## src/rtl/multicycle_ctl_pkg.sv

```systemverilog
// Shared definitions for the multi-cycle MIPS controller: state encodings,
// opcode constants (also used by the ALU control decoder), mux/ALUOp codes
// and the packed control-vector payload driven into the datapath.
package multicycle_ctl_pkg;

  localparam int unsigned STATE_W = 4;
  localparam int unsigned OP_W    = 6;

  typedef enum logic [STATE_W-1:0] {
    S_FETCH  = 4'd0,
    S_DECODE = 4'd1,
    S_MEMADR = 4'd2,
    S_MEMRD  = 4'd3,
    S_MEMWB  = 4'd4,
    S_MEMWR  = 4'd5,
    S_EXEC   = 4'd6,
    S_RWB    = 4'd7,
    S_BRANCH = 4'd8,
    S_JUMP   = 4'd9,
    S_TRAP   = 4'd10
  } state_t;

  localparam logic [OP_W-1:0] OP_RTYPE = 6'b000000;
  localparam logic [OP_W-1:0] OP_LW    = 6'b100011;
  localparam logic [OP_W-1:0] OP_SW    = 6'b101011;
  localparam logic [OP_W-1:0] OP_BEQ   = 6'b000100;
  localparam logic [OP_W-1:0] OP_J     = 6'b000010;

  localparam logic [1:0] ALUOP_ADD   = 2'b00;
  localparam logic [1:0] ALUOP_SUB   = 2'b01;
  localparam logic [1:0] ALUOP_FUNCT = 2'b10;

  localparam logic [1:0] SRCB_B     = 2'b00;
  localparam logic [1:0] SRCB_FOUR  = 2'b01;
  localparam logic [1:0] SRCB_IMM   = 2'b10;
  localparam logic [1:0] SRCB_IMMSH = 2'b11;

  localparam logic [1:0] PCSRC_ALU    = 2'b00;
  localparam logic [1:0] PCSRC_ALUOUT = 2'b01;
  localparam logic [1:0] PCSRC_JUMP   = 2'b10;

  // Full datapath control vector for one cycle.
  typedef struct packed {
    logic       pc_en;
    logic       iord;
    logic       mem_read;
    logic       mem_write;
    logic       ir_write;
    logic       mem_to_reg;
    logic       reg_dst;
    logic       reg_write;
    logic       alu_src_a;
    logic [1:0] alu_src_b;
    logic [1:0] alu_op;
    logic [1:0] pc_source;
    logic       inst_done;
    logic       halted;
  } ctl_t;

endpackage

```

## src/rtl/multicycle_out_dec.sv

```systemverilog
// Combinational Moore decode of the controller state into the datapath
// control vector, with MemReady/Zero qualification and reset blanking.
//   state     : current controller state
//   mem_ready : memory completion this cycle
//   zero      : ALU zero flag (branch qualification)
//   rst       : forces every control to 0 while high
//   ctl_c     : decoded control vector
module multicycle_out_dec
  import multicycle_ctl_pkg::*;
(
  input  state_t state,
  input  logic   mem_ready,
  input  logic   zero,
  input  logic   rst,
  output ctl_t   ctl_c
);

  logic pc_write;
  logic pc_write_cond;

  always_comb begin
    ctl_c         = '0;
    pc_write      = 1'b0;
    pc_write_cond = 1'b0;

    unique case (state)
      S_FETCH: begin
        ctl_c.mem_read  = 1'b1;
        ctl_c.alu_src_b = SRCB_FOUR;
        ctl_c.alu_op    = ALUOP_ADD;
        ctl_c.pc_source = PCSRC_ALU;
        // IR and PC+4 commit only on the cycle the fetch completes.
        ctl_c.ir_write  = mem_ready;
        pc_write        = mem_ready;
      end
      S_DECODE: begin
        ctl_c.alu_src_b = SRCB_IMMSH;
        ctl_c.alu_op    = ALUOP_ADD;
      end
      S_MEMADR: begin
        ctl_c.alu_src_a = 1'b1;
        ctl_c.alu_src_b = SRCB_IMM;
        ctl_c.alu_op    = ALUOP_ADD;
      end
      S_MEMRD: begin
        ctl_c.mem_read = 1'b1;
        ctl_c.iord     = 1'b1;
      end
      S_MEMWB: begin
        ctl_c.reg_write  = 1'b1;
        ctl_c.mem_to_reg = 1'b1;
        ctl_c.inst_done  = 1'b1;
      end
      S_MEMWR: begin
        ctl_c.mem_write = 1'b1;
        ctl_c.iord      = 1'b1;
        ctl_c.inst_done = mem_ready;
      end
      S_EXEC: begin
        ctl_c.alu_src_a = 1'b1;
        ctl_c.alu_src_b = SRCB_B;
        ctl_c.alu_op    = ALUOP_FUNCT;
      end
      S_RWB: begin
        ctl_c.reg_write = 1'b1;
        ctl_c.reg_dst   = 1'b1;
        ctl_c.inst_done = 1'b1;
      end
      S_BRANCH: begin
        ctl_c.alu_src_a = 1'b1;
        ctl_c.alu_src_b = SRCB_B;
        ctl_c.alu_op    = ALUOP_SUB;
        ctl_c.pc_source = PCSRC_ALUOUT;
        ctl_c.inst_done = 1'b1;
        pc_write_cond   = 1'b1;
      end
      S_JUMP: begin
        ctl_c.pc_source = PCSRC_JUMP;
        ctl_c.inst_done = 1'b1;
        pc_write        = 1'b1;
      end
      S_TRAP: begin
        ctl_c.halted = 1'b1;
      end
      default: begin
        ctl_c = '0;
      end
    endcase

    ctl_c.pc_en = pc_write | (pc_write_cond & zero);

    // Reset blanks everything combinationally, ahead of the next edge.
    if (rst) begin
      ctl_c = '0;
    end
  end

endmodule

```

## src/rtl/multicycle_ctl.sv

```systemverilog
// Multi-cycle MIPS sequencing controller (Moore FSM). Holds the state
// register, the opcode latched in DECODE and the next-state logic; the
// control vector comes from multicycle_out_dec.
//   CLK, RST           : clock, async active-high reset
//   Op, Zero, MemReady : opcode, ALU zero flag, memory handshake
//   PCEn .. PCSource   : datapath enables and mux selects
//   InstDone, Halted   : instruction-complete pulse, trap indication
//   State              : current state for debug
module multicycle_ctl
  import multicycle_ctl_pkg::*;
(
  input  logic               CLK,
  input  logic               RST,
  input  logic [5:0]         Op,
  input  logic               Zero,
  input  logic               MemReady,
  output logic               PCEn,
  output logic               IorD,
  output logic               MemRead,
  output logic               MemWrite,
  output logic               IRWrite,
  output logic               MemtoReg,
  output logic               RegDst,
  output logic               RegWrite,
  output logic               ALUSrcA,
  output logic [1:0]         ALUSrcB,
  output logic [1:0]         ALUOp,
  output logic [1:0]         PCSource,
  output logic               InstDone,
  output logic               Halted,
  output logic [STATE_W-1:0] State
);

  state_t          state_q;
  state_t          state_d;
  logic [OP_W-1:0] op_q;
  ctl_t            ctl_c;

  // State register plus the opcode captured on the DECODE exit edge.
  always_ff @(posedge CLK or posedge RST) begin
    if (RST) begin
      state_q <= S_FETCH;
      op_q    <= '0;
    end else begin
      state_q <= state_d;
      if (state_q == S_DECODE) begin
        op_q <= Op;
      end
    end
  end

  // Next-state logic.
  always_comb begin
    state_d = state_q;
    unique case (state_q)
      S_FETCH:  if (MemReady) state_d = S_DECODE;
      S_DECODE: begin
        unique case (Op)
          OP_RTYPE:     state_d = S_EXEC;
          OP_LW, OP_SW: state_d = S_MEMADR;
          OP_BEQ:       state_d = S_BRANCH;
          OP_J:         state_d = S_JUMP;
          default:      state_d = S_TRAP;
        endcase
      end
      // Only lw/sw reach here, so anything not sw is a load.
      S_MEMADR: state_d = (op_q == OP_SW) ? S_MEMWR : S_MEMRD;
      S_MEMRD:  if (MemReady) state_d = S_MEMWB;
      S_MEMWB:  state_d = S_FETCH;
      S_MEMWR:  if (MemReady) state_d = S_FETCH;
      S_EXEC:   state_d = S_RWB;
      S_RWB:    state_d = S_FETCH;
      S_BRANCH: state_d = S_FETCH;
      S_JUMP:   state_d = S_FETCH;
      S_TRAP:   state_d = S_TRAP;
      default:  state_d = S_FETCH;
    endcase
  end

  multicycle_out_dec u_out_dec (
    .state     (state_q),
    .mem_ready (MemReady),
    .zero      (Zero),
    .rst       (RST),
    .ctl_c     (ctl_c)
  );

  assign PCEn     = ctl_c.pc_en;
  assign IorD     = ctl_c.iord;
  assign MemRead  = ctl_c.mem_read;
  assign MemWrite = ctl_c.mem_write;
  assign IRWrite  = ctl_c.ir_write;
  assign MemtoReg = ctl_c.mem_to_reg;
  assign RegDst   = ctl_c.reg_dst;
  assign RegWrite = ctl_c.reg_write;
  assign ALUSrcA  = ctl_c.alu_src_a;
  assign ALUSrcB  = ctl_c.alu_src_b;
  assign ALUOp    = ctl_c.alu_op;
  assign PCSource = ctl_c.pc_source;
  assign InstDone = ctl_c.inst_done;
  assign Halted   = ctl_c.halted;
  assign State    = state_q;

endmodule
```

## config.mk

```make
export PLATFORM = sky130hd
export DESIGN_NAME = multicycle_ctl
export DESIGN_NICKNAME = d
export VERILOG_FILES = /design/src/rtl/multicycle_ctl_pkg.sv /design/src/rtl/multicycle_out_dec.sv /design/src/rtl/multicycle_ctl.sv
export SDC_FILE = /design/constraint.sdc
export NUM_CORES = 1
export LEC_CHECK = 0
export BUFFER_PORTS_ARGS = -buffer_cell sky130_fd_sc_hd__buf_4
export CELL_PAD_IN_SITES_DETAIL_PLACEMENT = 1
export CELL_PAD_IN_SITES_GLOBAL_PLACEMENT = 1
export CORE_ASPECT_RATIO = 2
export CORE_MARGIN = 3
export CORE_UTILIZATION = 30
export CTS_CLUSTER_DIAMETER = 100
export DETAILED_ROUTE_END_ITERATION = 12
export PLACE_DENSITY_LB_ADDON = 0.12
export SYNTH_ARGS = -nofsm -noshare
export SYNTH_HDL_FRONTEND = slang
export SYNTH_HIERARCHICAL = 1
export SYNTH_SLANG_ARGS = --single-unit
```

## constraint.sdc

```tcl
create_clock -name CLK -period 5 [get_ports CLK]
set_clock_uncertainty 0.15 [all_clocks]
set_input_delay 0.25 -clock CLK [delete_from_list [all_inputs] [get_ports CLK]]
set_output_delay 0.25 -clock CLK [all_outputs]
set_load 0.1 [all_outputs]
```

# [After elaboration in Yosys (flattened, before gate mapping)]
# Index checks and enable logic that the tools add are counted.
[op_classes] eq_ne=18 mux=21 bitwise=2 reduce_logical=9
[ops] operator="case mux 4 bit (7 select lines)" n=1
[ops] operator="case mux 4 bit (5 select lines)" n=1
[ops] operator="equality test 6 bit, second input constant" n=3
[ops] operator="two-way mux 17 bit" n=1
[ops] operator="equality test 4 x 3 -> 1 bit, second input constant" n=4
[ops] operator="case mux 4 bit (4 select lines)" n=1
[ops] operator="equality test 4 bit, second input constant" n=3
[ops] operator="two-way mux 4 bit" n=3
[ops] operator="two-way mux 1 bit" n=10
[ops] operator="equality test 4 x 2 -> 1 bit, second input constant" n=2
[ops] operator="OR reduction 2 bit" n=4
[ops] operator="equality test 6 x 2 -> 1 bit, second input constant" n=1
[ops] operator="equality test 6 x 3 -> 1 bit, second input constant" n=1
[ops] operator="logical NOT 6 bit" n=1
[ops] operator="!= test 2 bit, second input constant" n=3
[ops] operator="equality test 4 x 1 -> 1 bit, second input constant" n=1
[ops] operator="logical NOT 4 bit" n=1
[ops] operator="case mux 1 bit (2 select lines)" n=2
[ops] operator="case mux 2 bit (2 select lines)" n=1
[ops] operator="OR reduction 4 bit" n=1
[ops] operator="two-way mux 3 bit" n=1
[ops] operator="AND reduction 3 bit" n=1
[ops] operator="OR reduction 3 bit" n=1
[ops] operator="AND 1 bit" n=1
[ops] operator="bitwise OR 1 bit" n=1
[totals] reg_bits=10 in_bits=10 output_inout_bits=21 word_cells=52

# [Logic depth before layout (Yosys ltp)]
[depth] depth_word=5 mapped_depth=5 ltp_nobuf=4

# [Cells and area by module]
# Netlist, hierarchy kept.
[by_module_without_submodules] mod="multicycle_ctl" instances=1 cells_per_inst=54 area_per_inst_um2=555.5 seq_area_each_um2=250.2
[by_module_without_submodules] mod="multicycle_out_dec" instances=1 cells_per_inst=36 area_per_inst_um2=231.5 seq_area_each_um2=0.0

# [Least setup slack after synthesis]
# OpenSTA, ideal clock, no wires.
[synth_timing] kind="flip-flop to output port" start="register state_q[3] (netlist: State[3])" end="output ALUOp[0]" t_arrival_ns=3.703 required_ns=4.600 slack_ns=0.897 stages_incl_launch_ff=4 n_path_buf=1 cell_sequence="dfrtp_1 > or3b_1 > buf_6 > nor3_1"
[synth_between] elab_chain_len=3 word_cells_on_any_way=7 classes_between="eq/ne: 4; mux: 2; reduce/logical: 1"
[synth_rtl] element="start: declaration" line_no="multicycle_ctl.sv:34" source="state_t state_q;"
[synth_rtl] element="start signal: assignment" line_no="multicycle_ctl.sv:45" source="state_q <= state_d;"
[synth_rtl] element="equality test 4 bit, or another cell as far along" line_no="multicycle_out_dec.sv:26" source="unique case (state)"
[synth_rtl] element="case mux 4 bit (5 select lines) *" line_no="multicycle_out_dec.sv:26"
[synth_rtl] element="two-way mux 17 bit *" line_no="multicycle_out_dec.sv:93" source="if (rst) begin"
[synth_rtl] element="end: declaration" line_no="multicycle_ctl.sv:27" source="output logic [1:0] ALUOp,"
# Mark *: on every way between the ends. The rest lies on a longest branch, timed or not.

# [Final worst setup path]
[layout_timing] start="input RST" end="output PCEn"
[layout_between] elab_chain_len=1
[layout_rtl] element="start: declaration" line_no="multicycle_ctl.sv:13" source="input logic RST,"
[layout_rtl] element="two-way mux 17 bit" line_no="multicycle_out_dec.sv:93"
[layout_rtl] element="end: declaration" line_no="multicycle_ctl.sv:17" source="output logic PCEn,"
# No other way between the ends.

==> impl_results.md <==
* Status: completed
* Slew margin rel. at 53.1%
* Number of max-cap violations at 0
* Hold crit path type: input port to flip-flop
* Synth top cells by count: nor2_1 (12), dfrtp_1 (10), nand2_1 (7), nor3_1 (7)
* R2R depth at 3
* Mean Syn Cell Area at 8.74 um2
* Synth area leader: dfrtp_1
* Syn nets at 100
* Clock Pin Slew Worst Setup and Hold Paths at 50 ps
* Synth Warn # at 6
* Hold depth at 2
* Tcrit/Tclk final at 49.6%
* Nets@finish at 132
* First-pass GRT wire length at 3750 um
* Fin cells at 148
* Place WS at 2890 ps
* RSZ-0062 raised after global routing: false
* Root buffer cell: clkbuf_8
* Final Hold Viols at 0
* Met1 GRT Util at 13.4%
* GR peak layer: met2
* Chip height at 78.4 um
* FF+latch count, synth at 10
* Clock sinks at 10
* Library cells used by synthesis at 36
* Number of global-route vias before repair at 823
* Worst EP required at 4600 ps
* Core area at 2440 um2
* Drt drc at 0
* Crit path max-delay cell type: dlygate4sd3_1
* Met3 Use GR at 1.83%
* P&R area growth vs syn at 36.1%
* Cell total after placement at 143
* Startpoint Class: input port
* Routed WL at 2300 um
* M2 GR Usage at 28.0%
* Fin. max-slew vios at 0
* Worst path cell trace: dlygate4sd3_1 -> buf_4 -> or3_4 -> nor4b_4 -> or2_1 -> buf_4
* Clk buf depth at 2
* Synth Instances at 90
* H-Tree Depth at 1
* Largest net degree at the start of global routing at 22
* DP Wirelength at 1840 um
* DR WL/cell at 15.5 um
* GR Util All Layers at 14.8%
* Number of synthesized flops with an enable pin at 0
* CTS tree: done
* Post-synth top area share at 31.8%
* Final worst path period need at 2480 ps
* Gpl congestion at 0.769
* PnR worst setup slack at 2520 ps
* Share of flip-flops with an asynchronous set or reset at 100%
* Post-Syn Area at 787 um2
* Initial core utilization at 32.3%
* Diodes inserted at 0
* Fmax at 403 MHz
* Critical path endpoint category: primary output
* WP buf/inv at 3
* Final setup violation count at 0
* Crit path max-delay family: buffers and inverters
* Port-buffer cells at 30
* CTS buffer count at 3
* Most frequent cell after synthesis: nor2_1
* Most frequent CP cell: buf_4
* Largest stage delay, worst path at 550 ps
* DRT antenna net count at 0
* Drt via density at 5.44
* Die Wd at 42.2 um
* DRT iter0 DRCs at 3
* Row count at 25
* Layout cells sized above 1 at 38.0%
* # IOs at 31
* Register area share after synthesis at 31.8%
* Critical path class: input port to primary output
* Ranking of synthesized cells by area: dfrtp_1 (32%), mux2_2 (8.6%), nor2_1 (5.7%)
* Die ar. at 3310 um2
* Fill count at 307
* Worst Max-Slew Pin Slew at 704 ps
* Crit path depth at 6
* Ys flop type: dfrtp_1
* Initial antenna violation count at 0
* Crit Path Max Fanout at 6
* Remaining Overflow, GRT at 0
* Setup tns final at 0 ps
* Worst skew pair latency at 240 ps
* Pre-antenna DRT Iters at 2
* Via count at 805
* Arrival time worst endpoint at 2080 ps
==> cells in the final DEF, fill, tap and decap left out, types with 2 or more instances in the layout <==
master    synthesis  layout
buf_4             0      30
nor2_1           12      12
dfrtp_1          10      10
nand2_1           7       7
nor3_1            7       7
mux2_2            6       6
a21oi_1           6       6
clkbuf_8          1       4
inv_1             3       3
nand2b_1          3       3
nor2b_1           2       2
o21ai_0           2       2
a22oi_1           2       2
a31oi_1           2       2
nand3_1           2       2
and3_1            2       2
nor3b_1           2       2
==> worst paths after layout <==
check                               from        to  slack (ps)
worst max-delay path                 RST      PCEn        2520
worst min-delay path               Op[3]   op_q[3]         120
worst max register to register  State[0]   op_q[1]        2980
worst min register to register   op_q[2]   op_q[2]         350
max in group asynchronous            RST  State[0]        3960
min in group asynchronous            RST   op_q[5]         460
==> registers in the layout, summed over array words and instances, names as in the netlist <==
name	count
op_q	6
State	4
==> final cells by class <==
cell class,count,area [um2],share of cell area (%)
clock buffer,4,55.1,5.14
inverter,3,11.3,1.05
multi-input combinational,73,485,45.3
sequential,10,250,23.4
tap,27,33.8,3.15
timing repair buffer,31,235,22.0
==> per-stage QoR <==
| stage | hold WS [ps] | instance area (um2) | util, % |
|---|---|---|---|
| 2_1_floorplan | -59.8 | 787 | - |
| 3_3_place_gp | 146 | 1010 | 41.2 |
| 3_5_place_dp | 149 | 1010 | 41.2 |
| 4_1_cts | 120 | 1070 | 43.9 |
| 5_1_grt | 128 | 1070 | 43.9 |
| 6_report | 121 | 1070 | 43.9 |
==> kinds of logic after synthesis <==
family | after synthesis | share of synthesized area, %
xor+xnor | 2 | 2.23
compound gates | 15 | 11.6
buf+inv | 7 | 6.52
mux | 6 | 8.58
flops | 10 | 31.8
simple gates | 50 | 39.3
==> layer usage <==
layer / share of wire (%) / wire length [um] / up-vias
met5: 0 / 0 / -
met4: 4.2 / 97 / 0
met3: 5.7 / 131 / 8
met2: 55 / 1270 / 32
met1: 35 / 800 / 378
li1: - / - / 387
==> repair_timing <==
item                                    in CTS  in global routing
hold endpoints to repair                    10                  0
endpoints found under the setup margin       0                  0
buffers inserted                             0                  0
gates resized for setup                      0                  0
hold buffers                                 1                  0
Power is not shown: default switching activity piles up to over one toggle a cycle in this logic, so the estimate is an artifact.
